File: config.mk
export PLATFORM = sky130hd
export DESIGN_NAME = serial_paralelo_rx_com_flat
export DESIGN_NICKNAME = d
export VERILOG_FILES = /design/src/rtl/serial_paralelo_rx_com_if.sv /design/src/rtl/serial_paralelo_rx_com.sv /design/src/flat_wrapper.sv
export SDC_FILE = /design/constraint.sdc
export NUM_CORES = 1
export LEC_CHECK = 0
export ABC_AREA = 1
export BUFFER_PORTS_ARGS = -buffer_cell sky130_fd_sc_hd__clkbuf_2
export CORE_MARGIN = 2
export CORE_UTILIZATION = 62
export CTS_BUF_LIST = sky130_fd_sc_hd__clkbuf_2 sky130_fd_sc_hd__clkbuf_4 sky130_fd_sc_hd__clkbuf_8
export DETAILED_ROUTE_END_ITERATION = 8
export MAX_ROUTING_LAYER = met4
export PLACE_DENSITY = 0.85
export SLEW_MARGIN = 10
export SYNTH_ARGS = -nofsm -noshare
export SYNTH_HDL_FRONTEND = slang
export SYNTH_SLANG_ARGS = --single-unit
File: constraint.sdc
create_clock -name clk_32f -period 3.69 [get_ports clk_32f]
set_input_delay 0.1845 -clock clk_32f [delete_from_list [all_inputs] [get_ports clk_32f]]
set_output_delay 0.1845 -clock clk_32f [all_outputs]
set_load 0.05 [all_outputs]
File: src/rtl/serial_paralelo_rx_com_if.sv
// Serial receive bus: bit stream in, aligned bytes with valid/tick/lock status out.
// master drives the serial line; slave is the deserializer.
interface serial_paralelo_rx_com_if;
    logic       data_in;
    logic [7:0] data_out;
    logic       valid_out;
    logic       byte_tick;
    logic       active;

    modport master (
        output data_in,
        input  data_out,
        input  valid_out,
        input  byte_tick,
        input  active
    );

    modport slave (
        input  data_in,
        output data_out,
        output valid_out,
        output byte_tick,
        output active
    );
endinterface

File: src/rtl/serial_paralelo_rx_com.sv
// 1-to-8 deserializer that hunts for COM at any bit offset, locks the byte boundary, then emits bytes.
// Outputs update one cycle after a byte's LSB edge and hold for 8 cycles; no backpressure (fixed bit rate).
module serial_paralelo_rx_com #(
    parameter logic [7:0] COM      = 8'hBC,
    parameter int         COM_LOCK = 4
) (
    input  logic                          clk_32f,
    input  logic                          reset,
    serial_paralelo_rx_com_if.slave       bus
);
    typedef enum logic [1:0] {HUNT, ALIGN, ACTIVE} state_t;

    localparam logic [3:0] LOCK_N = 4'(COM_LOCK);

    state_t     state_q;
    logic [7:0] sr_q;
    logic [2:0] bit_cnt_q;
    logic [2:0] com_cnt_q;
    logic [7:0] data_out_q;
    logic       valid_q;
    logic       tick_q;
    logic       active_q;

    logic [7:0] win_d;
    logic       boundary_d;
    logic       com_hit_d;
    logic [3:0] com_next_d;

    // The byte candidate includes the bit arriving this cycle.
    assign win_d      = {sr_q[6:0], bus.data_in};
    assign boundary_d = (bit_cnt_q == 3'd7);
    assign com_hit_d  = (win_d == COM);
    assign com_next_d = {1'b0, com_cnt_q} + 4'd1;

    always_ff @(posedge clk_32f) begin
        if (reset) begin
            state_q    <= HUNT;
            sr_q       <= 8'h00;
            bit_cnt_q  <= 3'd0;
            com_cnt_q  <= 3'd0;
            data_out_q <= 8'h00;
            valid_q    <= 1'b0;
            tick_q     <= 1'b0;
            active_q   <= 1'b0;
        end else begin
            sr_q      <= win_d;
            bit_cnt_q <= bit_cnt_q + 3'd1;
            tick_q    <= 1'b0;
            case (state_q)
                HUNT: begin
                    // Restart the bit counter so the next boundary lands 8 bits after this COM.
                    if (com_hit_d) begin
                        bit_cnt_q <= 3'd0;
                        com_cnt_q <= 3'd1;
                        state_q   <= ALIGN;
                    end
                end
                ALIGN: begin
                    if (boundary_d) begin
                        if (com_hit_d) begin
                            com_cnt_q <= com_next_d[2:0];
                            if (com_next_d == LOCK_N) begin
                                state_q  <= ACTIVE;
                                active_q <= 1'b1;
                            end
                        end else begin
                            com_cnt_q <= 3'd0;
                            state_q   <= HUNT;
                        end
                    end
                end
                ACTIVE: begin
                    if (boundary_d) begin
                        data_out_q <= win_d;
                        valid_q    <= !com_hit_d;
                        tick_q     <= 1'b1;
                    end
                end
                default: state_q <= HUNT;
            endcase
        end
    end

    assign bus.data_out  = data_out_q;
    assign bus.valid_out = valid_q;
    assign bus.byte_tick = tick_q;
    assign bus.active    = active_q;
endmodule

File: src/flat_wrapper.sv
// flat-port wrapper written by rule: the top's interface ports become plain ports
module serial_paralelo_rx_com_flat 
#(
    parameter logic [7:0] COM      = 8'hBC,
    parameter int         COM_LOCK = 4
)
  (clk_32f, reset, bus_data_in, bus_data_out, bus_valid_out, bus_byte_tick, bus_active);
  serial_paralelo_rx_com_if bus_i ();
  input  logic clk_32f;
  input  logic reset;
  input wire logic [$bits(bus_i.data_in)-1:0] bus_data_in;
  output wire logic [$bits(bus_i.data_out)-1:0] bus_data_out;
  output wire logic [$bits(bus_i.valid_out)-1:0] bus_valid_out;
  output wire logic [$bits(bus_i.byte_tick)-1:0] bus_byte_tick;
  output wire logic [$bits(bus_i.active)-1:0] bus_active;
  assign bus_i.data_in = bus_data_in;
  assign bus_data_out = bus_i.data_out;
  assign bus_valid_out = bus_i.valid_out;
  assign bus_byte_tick = bus_i.byte_tick;
  assign bus_active = bus_i.active;
  serial_paralelo_rx_com #(.COM(COM), .COM_LOCK(COM_LOCK)) u_core (.clk_32f(clk_32f), .reset(reset), .bus(bus_i));
endmodule
# Yosys cells after proc, flatten, opt, wreduce, memory -nomap -nowiden
# Index checks and enable logic that the tools add are counted.
[word_totals]
ff_bits = 26
output_inout_bits = 11
[op_classes]
addsub = 2
n_eq_ne = 8
mux = 12
bitwise_logic = 1
reduce_logical = 8
[op_table]
columns = ["op", "n"]
rows = [
  ["$mux 3", 5],
  ["$eq 8x8->1 const B", 1],
  ["$mux 2", 4],
  ["$reduce_and 4->1", 2],
  ["$pmux 2 s3", 1],
  ["$pmux 3 s2", 1],
  ["$add 3x1->4 const B", 1],
  ["$eq 4x3->1 const B", 1],
  ["$ne 2x1->1 const B", 2],
  ["$add 3x1->3 const B", 1],
  ["$eq 3x3->1 const B", 1],
  ["$ne 3x3->1 const B", 1],
  ["$reduce_and 3->1", 1],
  ["$eq 2x1->1 const B", 1],
  ["$eq 2x2->1 const B", 1],
  ["$logic_not 2->1", 1],
  ["$reduce_and 2->1", 1],
  ["$reduce_bool 2->1", 1],
  ["$reduce_or 2->1", 1],
  ["$logic_not 1->1", 1],
  ["$mux 1", 1],
  ["$not 1->1", 1],
]

# Logic depth before layout (Yosys ltp)
[logic_depth]
depth_word = 6
ltp_mapped = 9
depth_no_buf = 9

# Worst setup path before layout
# No wires, ideal clock.
[synth_timing]
path_kind = "register to register"
startpoint = "register u_core.bit_cnt_q[0]"
endpoint = "register u_core.valid_q (netlist: u_core.bus.valid_out)"
setup_ns = 0.113
t_arrival_ns = 1.183
required_time_ns = 3.577
slack_ns = 2.395
stages_incl_launch_ff = 8
path_buffers = 1
synth_period_minus_slack_ns = 1.295
cell_sequence = "dfxtp_1 > ha_1 > ha_1 > nand3_2 > clkinv_2 > buf_6 > o211ai_2 > inv_2"
[synth_via]
elab_chain_cells = 2
[synth_rtl]
columns = ["element", "line_no", "source"]
rows = [
  ["start, declared", "serial_paralelo_rx_com.sv:17", "logic [2:0] bit_cnt_q;"],
  ["start signal, assigned", "serial_paralelo_rx_com.sv:47", "bit_cnt_q <= bit_cnt_q + 3'd1;"],
  ["$eq 3x3->1", "serial_paralelo_rx_com.sv:31", "assign boundary_d = (bit_cnt_q == 3'd7);"],
  ["named net u_core.boundary_d", "serial_paralelo_rx_com.sv:25", "logic boundary_d;"],
  ["$reduce_and 2->1 (no source line)", "--", ""],
  ["end signal, assigned", "serial_paralelo_rx_com.sv:75", "valid_q <= !com_hit_d;"],
  ["end, declared", "serial_paralelo_rx_com.sv:20", "logic valid_q;"],
]
# The timed path passes the listed nets, and every way through them passes these cells.
# A chain may end at the register's enable or synchronous reset.

# Final worst setup path
[layout_timing]
startpoint = "register u_core.bit_cnt_q[0]"
endpoint = "register u_core.data_out_q[0] (netlist: u_core.bus.data_out[0])"
[layout_via]
elab_chain_cells = 2
[layout_rtl]
columns = ["element", "line_no", "source"]
rows = [
  ["$eq 3x3->1", "serial_paralelo_rx_com.sv:31", ""],
  ["named net u_core.boundary_d", "serial_paralelo_rx_com.sv:25", ""],
  ["$reduce_and 2->1 (no source line)", "--", ""],
  ["end signal, assigned", "serial_paralelo_rx_com.sv:74", "data_out_q <= win_d;"],
  ["end, declared", "serial_paralelo_rx_com.sv:19", "logic [7:0] data_out_q;"],
]
# The timed path passes the listed nets, and every way through them passes these cells.

==> results.md <==
* Result of the run: complete, no violations
* Share of the cycle needed by the critical path after routing at approximately two fifths
* Endpoint arrival time on the critical path at 1690 ps
* Worst path cell trace: ha_1 > ha_1 > nand3_2 > clkinv_2 > o21ai_0 > a21oi_1
* Master cell of the clock root buffer: sky130_fd_sc_hd__clkbuf_4
* Quantity of hold-fixing buffers added after cts at 0
* Footprint of the flip-flops and latches at approximately 520 sq um
* Die H at ~46 um
* Critical Path RT at just under 4000 ps
* Final #Nets at 162
* Setup bufs post-CTS at 0
* Slowest stage delay, CP at approximately 350 ps
* Most numerous cell on the critical path: sky130_fd_sc_hd__ha_1
* Critical path origin: u_core.bit_cnt_q[0]
* Worst setup skew after layout at roughly 18 ps
* Maximum clock frequency at 0.675 GHz
* Synthesized netlist cell count at 140
* Antenna violations before repair at 0
* Hold Fails Final Rpt at 0
* Clock insertion delay at the later pin of the skew report at about 320 ps
* Antenna Nets Post-Route at 0
* Worst-margin pin slew at 422 ps
* Worst Path Max Fanout at 17
* Slowest stage cell on the critical path: sky130_fd_sc_hd__dfxtp_1
* Total number of clock tree sinks at 26
* Effective utilization at floorplan at 64.3%
* Width of the die at 45.6 um
* Detailed-route via count at slightly below 900
* Row count at 15
* Total iterations of the first detailed-routing run at 4
* Gpl congestion at between 0.8 and 0.9
* Buffers on Ports at 13
* Worst r2r src: u_core.bit_cnt_q[0]
* DR iter-0 viols at 8
* Number of violations of the max-capacitance limit at 0
* Number of global-route vias before repair at about 840
* Sequential element share of the synthesized area at roughly half
* Startpoint of the lowest-slack hold path: bus_data_in
* Fillers at about 140
* CTS tree: done
* Mapped Nets at around 150
* Number of endpoints failing setup at the final stage at 0
* Number of distinct library cell variants in the gate-level netlist after synthesis at 20
* H-tree depth at 1
* Critical path startpoint category: flop
* Avg WL per Cell at about 11 um
* Total clock buffers created by CTS at 3
* Final Slew Violations at 0
* Post-synthesis area per instance at about 7.7 sq um
* Final wirelength at between 1.5 and 2 mm
* Number of buffers on the longest clock path at 2
* Antenna cells at 0
* LEAKAGE at approximately 0.57 nW
* Reg clk slew, reported paths at about 150 ps
* Worst hold slack across all endpoints at 102 ps
* Post-detail-place hpwl at between 1 and 1.5 mm
* Count of state elements after synthesis at 26
* Layout Area Growth over Synthesis at 11.1%
* Type of the tightest min-delay check: in -> reg
* Total Routing Usage GR at roughly 22%
* Pin count of the biggest net entering global routing at 18
* Max-slew headroom at between 70% and 80%
* I/O Pins at 14
* Count of buffer and inverter cells on the critical path at 1
* Power Dens Cells at approximately 420 nW/um^2
* Total core area at roughly 1700 sq um
* CP Capture Type: flop
* Count of yosys warnings during synthesis at 0
* Post-synth design cell area at roughly 1100 sq um
* Detailed-route DRC error count at 0
* Area of combinational cells with multiple inputs at approximately 440 sq um
* Number of gates given a new drive strength after cts at 0
* Remaining Overflow, GRT at 0
* Total negative slack at 0 ps
* Via density per instance at ~5.1
* Share of post-route cells with drive strength above 1 at 21.4%
* Start-to-end type of the worst setup path: reg -> reg
* Total die area at about 2100 sq um
* Wire length of the first global-routing pass at 3.31 mm
* RSZ-0062 raised after global routing: false
* Cell class contributing the biggest share of worst-path delay: adder cells
* Post-layout min period at between 1000 and 1500 ps
* Maximum ir drop on the vdd rail at ~0.38 mV
cells in the mapped netlist, drive strengths merged:
cell type   n  area (sq um)
nor3        1          5.00
nand3       7          45.0
inv        24          90.1
dfxtp      26           521
nand2      23          91.3
nand3b      1          7.51
nor2       27           116
o21ai      13          65.1
buf         2          16.3
clkinv      1          5.00
a21oi       9          45.0
clkbuf      1          3.75
ha          4          50.1
o211ai      1          12.5
through the flow:
stage               setup WS, ps  area [sq um]  total power, W  utilization (%)  cells
CTS                         2200          1190        0.000498             71.4    171
global route                2120          1190        0.000513             71.4    171
finish                      2210          1190        0.000496             71.4    171
detailed placement          2230          1140        0.000308             68.2    167
global placement            2330          1140        0.000307             68.2    167
floorplan                   2390          1070        0.000304                -    140
sequential cells by signal (all words and copies together) (netlist names):
| register | flops |
|---|---|
| u_core.bit_cnt_q | 3 |
| u_core.bus.active | 1 |
| u_core.bus.byte_tick | 1 |
| u_core.bus.data_out | 8 |
| u_core.bus.valid_out | 1 |
| u_core.com_cnt_q | 3 |
| u_core.sr_q | 7 |
| u_core.state_q | 2 |
kinds of logic after synthesis:
kind of cell             count (synthesis)  synth area share (%)
flip-flops                              26                  48.5
buffers and inverters                   28                  10.7
AO/OA/AOI/OAI                           23                  11.4
AND/OR/NAND/NOR                         59                  24.7
adder cells (fa/ha/maj)                  4                  4.66
placed cells by master, fill, tap and decap left out, drive strengths merged:
cell / n
a21oi: 9
bufinv: 1
clkbuf: 16
clkinv: 1
dfxtp: 26
ha: 4
inv: 24
nand2: 23
nand3: 7
nand3b: 1
nor2: 27
nor3: 1
o211ai: 1
o21ai: 13
final cells by class:
class | count | area share (%)
repair buffers | 13 | 5.46
well taps | 17 | 1.78
inverters | 25 | 7.97
multi-input cells | 86 | 36.7
flip-flops and latches | 26 | 43.7
clock buffers | 3 | 1.89
clock inverters | 1 | 2.52
power breakdown:
group / total (W) / switching (W) / internal, W / leakage (nW)
registers: 0.000287 / 0.00000218 / 0.000285 / 0.211
logic: 0.0000144 / 0.00000970 / 0.00000472 / 0.333
clock network: 0.000194 / 0.0000846 / 0.000110 / 0.0279
total: 0.000496 / 0.0000965 / 0.000400 / 0.572
worst reg2reg max path, stage by stage (launching register included):
cell and delay [ps]:
sky130_fd_sc_hd__dfxtp_1 350, sky130_fd_sc_hd__ha_1 200, sky130_fd_sc_hd__ha_1 230, sky130_fd_sc_hd__nand3_2 120, sky130_fd_sc_hd__clkinv_2 200, sky130_fd_sc_hd__o21ai_0 220
sky130_fd_sc_hd__a21oi_1 50
path summary, 6_finish.rpt:
check | end | slack [ps] | depth (start not counted)
worst max register to register | u_core.bus.data_out[0] | 2210 | 6
worst min-delay path | u_core.sr_q[0] | 100 | 3
worst min register to register | u_core.sr_q[5] | 460 | 2
worst max-delay path | u_core.bus.data_out[0] | 2210 | 6
metal layers:
metal	part of all wire (%)	vias up	track usage, %	wire [um]
met1	47	390	26.4	875
met3	3.1	2	4.37	58
met5	0	-	-	0
li1	-	457	-	-
met4	0.64	0	5.88	12
met2	50	16	38.6	934
Note: power is estimated with default switching activity, not from simulation.
